[src/rtl/runway_arbiter.sv]
// Runway arbiter: grants landings and takeoffs onto four runways, tracks occupancy, runs a weather hold.
// Optional feature: define RUNWAY_STATS_EN to add a saturating grant_count output.
module runway_arbiter #(
   parameter int unsigned OCC_CYCLES  = 8,
   parameter int unsigned HOLD_CYCLES = 12
) (
   input  logic       clk,
   input  logic       rst,
   input  logic       land_req,
   input  logic       emergency,
   input  logic [1:0] fuel,
   input  logic       takeoff_signal,
   input  logic [2:0] gate_number,
   input  logic       weather,
   output logic       land_grant,
   output logic       takeoff_grant,
   output logic [1:0] allocated_runway,
   output logic [3:0] runway_busy,
   output logic       timer_active,
`ifdef RUNWAY_STATS_EN
   output logic [7:0] grant_count,
`endif
   output logic [3:0] timer_value
);

   localparam int unsigned RWY_N = 4;
   localparam int unsigned CNT_W = 4;

   typedef enum logic [1:0] {IDLE, GRANT, WX_HOLD} state_t;

   state_t             state, state_n;
   logic [CNT_W-1:0]   occ_cnt   [RWY_N];
   logic [CNT_W-1:0]   occ_cnt_n [RWY_N];
   logic [RWY_N-1:0]   busy_n;
   logic               land_grant_n, takeoff_grant_n;
   logic [1:0]         runway_n;
   logic               tmr_act_n;
   logic [CNT_W-1:0]   tmr_val_n;
   logic               turn_to, turn_to_n;

   logic               prio_land, excess_land, land_free, to_free;
   logic [1:0]         land_rwy, to_rwy;
   logic               pick_land, pick_to, allow_all, allow_prio, do_land, do_to;

   // Request classification, runway choice and arbitration for this cycle.
   always_comb begin
      prio_land   = land_req && (emergency || fuel == 2'b00);
      excess_land = land_req && !prio_land && fuel == 2'b11;
      land_free   = 1'b0;
      land_rwy    = 2'd0;
      if (land_req) begin
         if (!runway_busy[0]) begin
            land_free = 1'b1;
            land_rwy  = 2'd0;
         end else if (!runway_busy[1]) begin
            land_free = 1'b1;
            land_rwy  = 2'd1;
         end else if (prio_land && !runway_busy[2]) begin
            land_free = 1'b1;
            land_rwy  = 2'd2;
         end else if (prio_land && !runway_busy[3]) begin
            land_free = 1'b1;
            land_rwy  = 2'd3;
         end
      end
      to_rwy  = (gate_number >= 3'd4) ? 2'd3 : 2'd2;
      to_free = takeoff_signal && !runway_busy[to_rwy];

      pick_land = 1'b0;
      pick_to   = 1'b0;
      if (prio_land && land_free) begin
         pick_land = 1'b1;
      end else if (excess_land) begin
         if (to_free)        pick_to   = 1'b1;
         else if (land_free) pick_land = 1'b1;
      end else if (land_free && to_free) begin
         pick_to   = turn_to;
         pick_land = !turn_to;
      end else if (land_free) begin
         pick_land = 1'b1;
      end else if (to_free) begin
         pick_to = 1'b1;
      end

      // Bad weather or an active hold admits only priority landings.
      allow_all  = (state == IDLE) && weather;
      allow_prio = (state == IDLE) || (state == WX_HOLD);
      do_land    = pick_land && (allow_all || (allow_prio && prio_land));
      do_to      = pick_to && allow_all;
   end

   // Next-state, grant, occupancy and hold-timer logic.
   always_comb begin
      state_n         = state;
      land_grant_n    = 1'b0;
      takeoff_grant_n = 1'b0;
      runway_n        = allocated_runway;
      turn_to_n       = turn_to;
      tmr_act_n       = timer_active;
      tmr_val_n       = timer_value;
      for (int i = 0; i < RWY_N; i++) begin
         occ_cnt_n[i] = (occ_cnt[i] != '0) ? occ_cnt[i] - 4'd1 : '0;
      end

      if (timer_active) begin
         if (timer_value != '0) tmr_val_n = timer_value - 4'd1;
         else if (weather)      tmr_act_n = 1'b0;
         else                   tmr_val_n = CNT_W'(HOLD_CYCLES);
      end

      if (do_land || do_to) begin
         land_grant_n        = do_land;
         takeoff_grant_n     = do_to;
         runway_n            = do_land ? land_rwy : to_rwy;
         occ_cnt_n[runway_n] = CNT_W'(OCC_CYCLES);
         if (do_to)           turn_to_n = 1'b0;
         else if (!prio_land) turn_to_n = 1'b1;
      end

      unique case (state)
         IDLE: begin
            if (do_land || do_to) begin
               state_n = GRANT;
            end else if (!weather && !prio_land) begin
               state_n   = WX_HOLD;
               tmr_act_n = 1'b1;
               tmr_val_n = CNT_W'(HOLD_CYCLES);
            end
         end
         GRANT:   state_n = tmr_act_n ? WX_HOLD : IDLE;
         WX_HOLD: begin
            if (do_land)         state_n = GRANT;
            else if (!tmr_act_n) state_n = IDLE;
         end
         default: state_n = IDLE;
      endcase

      for (int i = 0; i < RWY_N; i++) begin
         busy_n[i] = (occ_cnt_n[i] != '0);
      end
   end

   always_ff @(posedge clk or posedge rst) begin
      if (rst) begin
         state            <= IDLE;
         land_grant       <= 1'b0;
         takeoff_grant    <= 1'b0;
         allocated_runway <= 2'd0;
         runway_busy      <= '0;
         timer_active     <= 1'b0;
         timer_value      <= '0;
         turn_to          <= 1'b0;
         for (int i = 0; i < RWY_N; i++) occ_cnt[i] <= '0;
      end else begin
         state            <= state_n;
         land_grant       <= land_grant_n;
         takeoff_grant    <= takeoff_grant_n;
         allocated_runway <= runway_n;
         runway_busy      <= busy_n;
         timer_active     <= tmr_act_n;
         timer_value      <= tmr_val_n;
         turn_to          <= turn_to_n;
         for (int i = 0; i < RWY_N; i++) occ_cnt[i] <= occ_cnt_n[i];
      end
   end

`ifdef RUNWAY_STATS_EN
   // Saturating count of grant pulses.
   always_ff @(posedge clk or posedge rst) begin
      if (rst)
         grant_count <= '0;
      else if ((land_grant_n || takeoff_grant_n) && grant_count != 8'hFF)
         grant_count <= grant_count + 8'd1;
   end
`endif

endmodule

[config.mk]
export PLATFORM = sky130hd
export DESIGN_NAME = runway_arbiter
export DESIGN_NICKNAME = d
export VERILOG_FILES = /design/src/rtl/runway_arbiter.sv
export SDC_FILE = /design/constraint.sdc
export NUM_CORES = 1
export LEC_CHECK = 0
export ABC_CLOCK_PERIOD_IN_PS = 1950
export BUFFER_PORTS_ARGS = -buffer_cell sky130_fd_sc_hd__buf_2
export CORE_ASPECT_RATIO = 1.25
export CORE_MARGIN = 1
export CORE_UTILIZATION = 50
export CTS_CLUSTER_DIAMETER = 50
export DETAILED_ROUTE_END_ITERATION = 10
export GPL_ROUTABILITY_DRIVEN = 0
export PLACE_DENSITY_LB_ADDON = 0.08
export SYNTH_ARGS = -nofsm -noshare
export SYNTH_HDL_FRONTEND = slang
export SYNTH_SLANG_ARGS = --single-unit
[constraint.sdc]
create_clock -name clk -period 1.95 [get_ports clk]
set_input_delay 0.0975 -clock clk [delete_from_list [all_inputs] [get_ports clk]]
set_output_delay 0.0975 -clock clk [all_outputs]
set_load 0.02 [all_outputs]
==> flow_summary.ini, run 1 <==
[outcome]
status = finished, final reports clean

[detailed_routing]
drc = 0
routed_wl_um = 2810
ant_nets = 0
vias = 1189
dr.pass1.iters = 4
wire_per_inst_um = 13.2
via_per_inst = 5.58
first_iter_violations = 24

[floorplanning]
die-area_mm2 = 0.00338
io-pin-count = 24
start_util_pct = 52.9
die_x_um = 52.2
core_mm2 = 0.00297
std_cell_rows = 22
die_y_um = 64.7

[cts]
cts_buffer_depth = 2
cts.sinks = 32
clk-insertion-delay-late_ns = 0.33
cts_made_buffers = 5
htree_levels = 2
postCtsResizedCells = 0
clockRootBuffer = clkbuf_4
hold_buffers = 1
postCtsSetupBuffers = 0
cts_tree = yes
path_clk_slew_ns = 0.10

[timing]
fin_crit_ns = 1.66
finClkSkew_ns = 0.0131
slew_headroom_pct = 74.0
tightest_slew_ns = 0.390
setup_tns_ns = 0
rsz0062_at_grt = no
finalCritPeriodShare_pct = 85.1
fmax_mhz = 603
finalHoldViolations = 0
drv_slew = 0
setup_viol = 0

[setup_path]
arrival_ns = 1.87
cp_max_fo = 6
worstSetupStartpointType = flip-flop
endpoint_kind = flip-flop
cp.required_ns = 2.16
worstSetupPathType = flip-flop to flip-flop

[synthesis]
synth_nets = 157
avgSynthCellArea_um2 = 10.9
ys_warn_count = 0
syn_area_mm2 = 0.00157
ys_types = 39
synth.top_cell.area_share_pct = 50.9
synthArstFlopShare_pct = 100
synth-xor-area-share_pct = 0
synth_area_leaders = dfrtp_1 (51%), o21ai_0 (4.1%), a21oi_1 (3.8%)
synth_fa_ha_area_share_pct = 1.51
synth_seq_cells = 32
synth_top_flop_cell = dfrtp_1
yosysSeqAreaShare_pct = 50.9
synth_cells = 145
synth_top_family_by_area = simple AND/OR/NAND/NOR gates
muxShareOfSynthArea_pct = 1.51
synth_largest_area_cell = dfrtp_1
synth-simple-area-share_pct = 22.1
synth-compound-area-share_pct = 21.9
synth_edf_count = 0

[power_and_ir_drop]
power.share.combinational_pct = 41.1
p_int_mw = 1.64
p_leak_nw = 0.860
power.switching_mw = 1.14
pwr_density_cell_mw_per_mm2 = 1520
sw_frac_of_total_pct = 41.0
vdd_drop_max_uv = 869
p_total_mw = 2.77
clock_power_share_pct = 15.1
power_frac_seq_pct = 43.7

[global_route]
grt_usage_pct = 20.0
grt_max_degree = 33
antenna_found_initial = 0
grt_pass1_wl_um = 4870
grt-ovfl-total = 0
grt_pass1_vias = 1158

[layout]
final_area_mm2 = 0.00182
antenna_cells = 0
nets = 189
final_cell_mix = dfrtp_1 (32), buf_2 (21), o21ai_0 (13)
syn_to_final_growth_pct = 15.7
layout_commonest_cell = dfrtp_1
drive_above_1_share_pct = 26.6

[hold_path]
min_path_type = primary input to flip-flop

[placed_design]
dp.final_hpwl_um = 2110
place_area_mm2 = 0.00175
io_buffer_count = 21

[run]
cap_viol_max_count = 0
## registers in the layout (all words and copies together), names as in the netlist
| name | flops |
|---|---|
| allocated_runway | 2 |
| runway_busy | 4 |
| land_grant | 1 |
| turn_to | 1 |
| occ_cnt | 16 |
| state | 2 |
| takeoff_grant | 1 |
| timer_value | 4 |
| timer_active | 1 |
## stage by stage
stage / worst slack (ns) / instances / hold WS, ns / utilization, %
floorplan: 0.327 / 145 / 0.214 / -
global placement: 0.336 / 205 / 0.193 / 58.8
detailed placement: 0.302 / 205 / 0.200 / 58.8
CTS: 0.282 / 213 / 0.0967 / 61.3
global route: 0.124 / 213 / 0.150 / 61.3
finish: 0.290 / 213 / 0.113 / 61.3
## final cells by class
class / count / area, um^2
multi-input combinational: 104 / 739
fill: 278 / 1150
tap: 36 / 45.0
clock buffer: 7 / 65.1
sequential: 32 / 801
timing repair buffer: 25 / 138
inverter: 9 / 33.8
## cells by family (layout without fill, tap and decap cells)
logic type      after synthesis  count (layout)
flops                        32              32
mux                           2               2
fa+ha+maj                     2               2
simple gates                 54              54
compound gates               46              46
buf+inv                       9              41
## critical path, stage by stage, from the launching register on
cell	delay [ns]
dfrtp_1	0.44
nor3b_1	0.27
nand3_1	0.19
a211o_4	0.38
a21boi_4	0.18
a21oi_1	0.07
## path summary, 6_finish.rpt
kind | depth (start not counted) | slack, ns | from | end
hold reg to reg | 1 | 0.50 | allocated_runway[1] | allocated_runway[1]
hold / removal | 3 | 0.11 | weather | timer_value[3]
setup reg to reg | 5 | 0.29 | state[0] | occ_cnt[2]
setup / recovery | 5 | 0.29 | state[0] | occ_cnt[2]
min in group asynchronous | 4 | 0.37 | rst | occ_cnt[0]
max in group asynchronous | 4 | 1.29 | rst | runway_busy[1]
## Yosys cell counts, drive strengths merged, types with 2 or more instances
| cell type | instances |
|---|---|
| dfrtp | 32 |
| a21oi | 13 |
| o21ai | 13 |
| nand2 | 10 |
| nand2b | 10 |
| nor2 | 10 |
| inv | 9 |
| nor3 | 8 |
| nand3b | 4 |
| o31ai | 4 |
| nand4 | 3 |
| o21a | 3 |
| a31oi | 2 |
| and4b | 2 |
| mux2i | 2 |
| nand3 | 2 |
## layer usage
layer	up-vias	GRT usage [%]	part of all wire (%)
li1	592	-	-
met1	566	23.6	44
met2	25	32.7	50
met3	6	5.87	4.4
met4	0	9.54	2.3
met5	-	0	0
## power groups by stage
stage | sequential (mW) | clock (mW) | combinational, mW
final | 1.21 | 0.419 | 1.14
after global routing | 1.25 | 0.461 | 1.29
after CTS | 1.21 | 0.435 | 1.16
after detailed placement | 1.22 | 0 | 1.16
after floorplan | 1.31 | 0 | 0.718
after global placement | 1.20 | 0 | 1.10
No activity file was read; power rests on OpenSTA's default activity.
==> inputs of run 2 (changes only) <==
Settings changed: RECOVER_POWER set to 25.
==> flow_summary.ini, run 2 (same netlist as run 1, synthesis figures left out) <==
[setup_path]
r2r.worst_path.cells = 5
endpoint_kind = flip-flop
crit_start = state[0]
r2r_slack_ns = 0.29
arrival_ns = 1.87
worstSetupStartpointType = flip-flop
cp_max_fo = 6
critical_path.cell_chain = nor3b_1 > nand3_1 > a211o_4 > a21boi_4 > a21oi_1
cp.required_ns = 2.16
r2r_start = state[0]
critical-path-slowest-cell = dfrtp_1
max_stage_delay_ns = 0.44
rr_endpoint = occ_cnt[2]
worstSetupPathType = flip-flop to flip-flop

[layout]
multi_input_area_um2 = 739
fin_util_pct = 61.2
layout_commonest_cell = dfrtp_1
fill_cells = 279
syn_to_final_growth_pct = 15.6
reg_top3 = occ_cnt: 16 flops, runway_busy: 4 flops, timer_value: 4 flops
antenna_cells = 0
final_area_mm2 = 0.00182
largest_reg_flops = 16
nets = 189
drive_above_1_share_pct = 26.6
final_cell_mix = dfrtp_1 (32), buf_2 (21), o21ai_0 (13)
regArea_um2 = 801
max_flop_register = occ_cnt

[global_route]
grt_max_degree = 33
antenna_found_initial = 0
grt_pass1_wl_um = 4870
grt_usage_pct = 20.0
grt_pass1_vias = 1158
grt-ovfl-total = 0

[timing]
finClkSkew_ns = 0.0131
setup_tns_ns = 0
slew_headroom_pct = 48.9
fin_crit_ns = 1.66
finalCritPeriodShare_pct = 85.1
setup_viol = 0
drv_slew = 0
finalHoldViolations = 0
fmax_mhz = 603
tightest_slew_ns = 0.767
rsz0062_at_grt = no

[floorplanning]
core_mm2 = 0.00297
die_y_um = 64.7
die_x_um = 52.2
die-area_mm2 = 0.00338
std_cell_rows = 22
io-pin-count = 24
start_util_pct = 52.9

[hold_path]
min_to = timer_value[3]
min_path_type = primary input to flip-flop
whs_path_depth = 3
hold_start = weather

[cts]
clockRootBuffer = clkbuf_4
cts_tree = yes
cts.sinks = 32
clk-insertion-delay-late_ns = 0.33
postCtsResizedCells = 0
htree_levels = 2
cts_buffer_depth = 2
path_clk_slew_ns = 0.10
cts_made_buffers = 5

[detailed_routing]
dr.pass1.iters = 4
vias = 1187
drc = 0
via_per_inst = 5.57
routed_wl_um = 2820
first_iter_violations = 23
wire_per_inst_um = 13.2
ant_nets = 0

[power_and_ir_drop]
p_leak_nw = 0.860
pwr_density_cell_mw_per_mm2 = 1520
vdd_drop_max_uv = 869

[outcome]
status = finished, final reports clean

[placed_design]
dp.final_hpwl_um = 2110
io_buffer_count = 21
place_area_mm2 = 0.00175

[run]
cap_viol_max_count = 0
==> run 2: where the power goes <==
group | leakage (nW) | internal (mW) | switching, mW
sequential | 0.404 | 0.938 | 0.275
combinational | 0.419 | 0.493 | 0.647
clock | 0.0374 | 0.204 | 0.214
total | 0.860 | 1.63 | 1.14
==> run 2: per-stage QoR <==
step | hold WS, ns | total power, mW | cells | worst slack (ns)
floorplan | 0.214 | 2.03 | 145 | 0.327
global placement | 0.193 | 2.30 | 205 | 0.336
detailed placement | 0.200 | 2.38 | 205 | 0.302
CTS | 0.0967 | 2.80 | 213 | 0.282
global route | 0.150 | 3.01 | 213 | 0.124
finish | 0.113 | 2.77 | 213 | 0.290
==> run 2: per-layer routing <==
| metal | part of all wire [%] | routed length (um) | track usage [%] |
|---|---|---|---|
| met1 | 44 | 1230 | 23.6 |
| met2 | 50 | 1400 | 32.7 |
| met3 | 4.4 | 123 | 5.87 |
| met4 | 2.3 | 64 | 9.54 |
| met5 | 0 | 0 | 0 |
==> run 2: what timing repair did <==
| action | 4_1_cts | 5_1_grt |
|---|---|---|
| buffers inserted | 0 | 0 |
| hold buffers | 1 | 0 |
| hold endpoints to repair | 32 | 0 |
==> run 2: layout make-up <==
cell class | instances | share of cell area [%]
clock buffer | 7 | 3.58
inverter | 9 | 1.86
multi-input combinational | 104 | 40.6
sequential | 32 | 44.0
tap | 36 | 2.48
timing repair buffer | 25 | 7.43
==> run 2: worst max-delay path by stage <==
| stage | end | slack [ns] | depth (start not counted) |
|---|---|---|---|
| after detailed placement | occ_cnt[2] | 0.30 | 5 |
| after global routing | occ_cnt[9] | 0.12 | 5 |
| after global placement | occ_cnt[8] | 0.34 | 5 |
| after floorplan | occ_cnt[0] | 0.33 | 5 |
| final | occ_cnt[2] | 0.29 | 5 |
| after CTS | occ_cnt[2] | 0.28 | 5 |
==> run 2: worst max-delay path, delay by kind of cell (launching register included) <==
family / cells / cell delay (ns)
DFF: 1 / 0.44
AOI/OAI and AO/OA: 3 / 0.63
and+or+nand+nor: 2 / 0.46
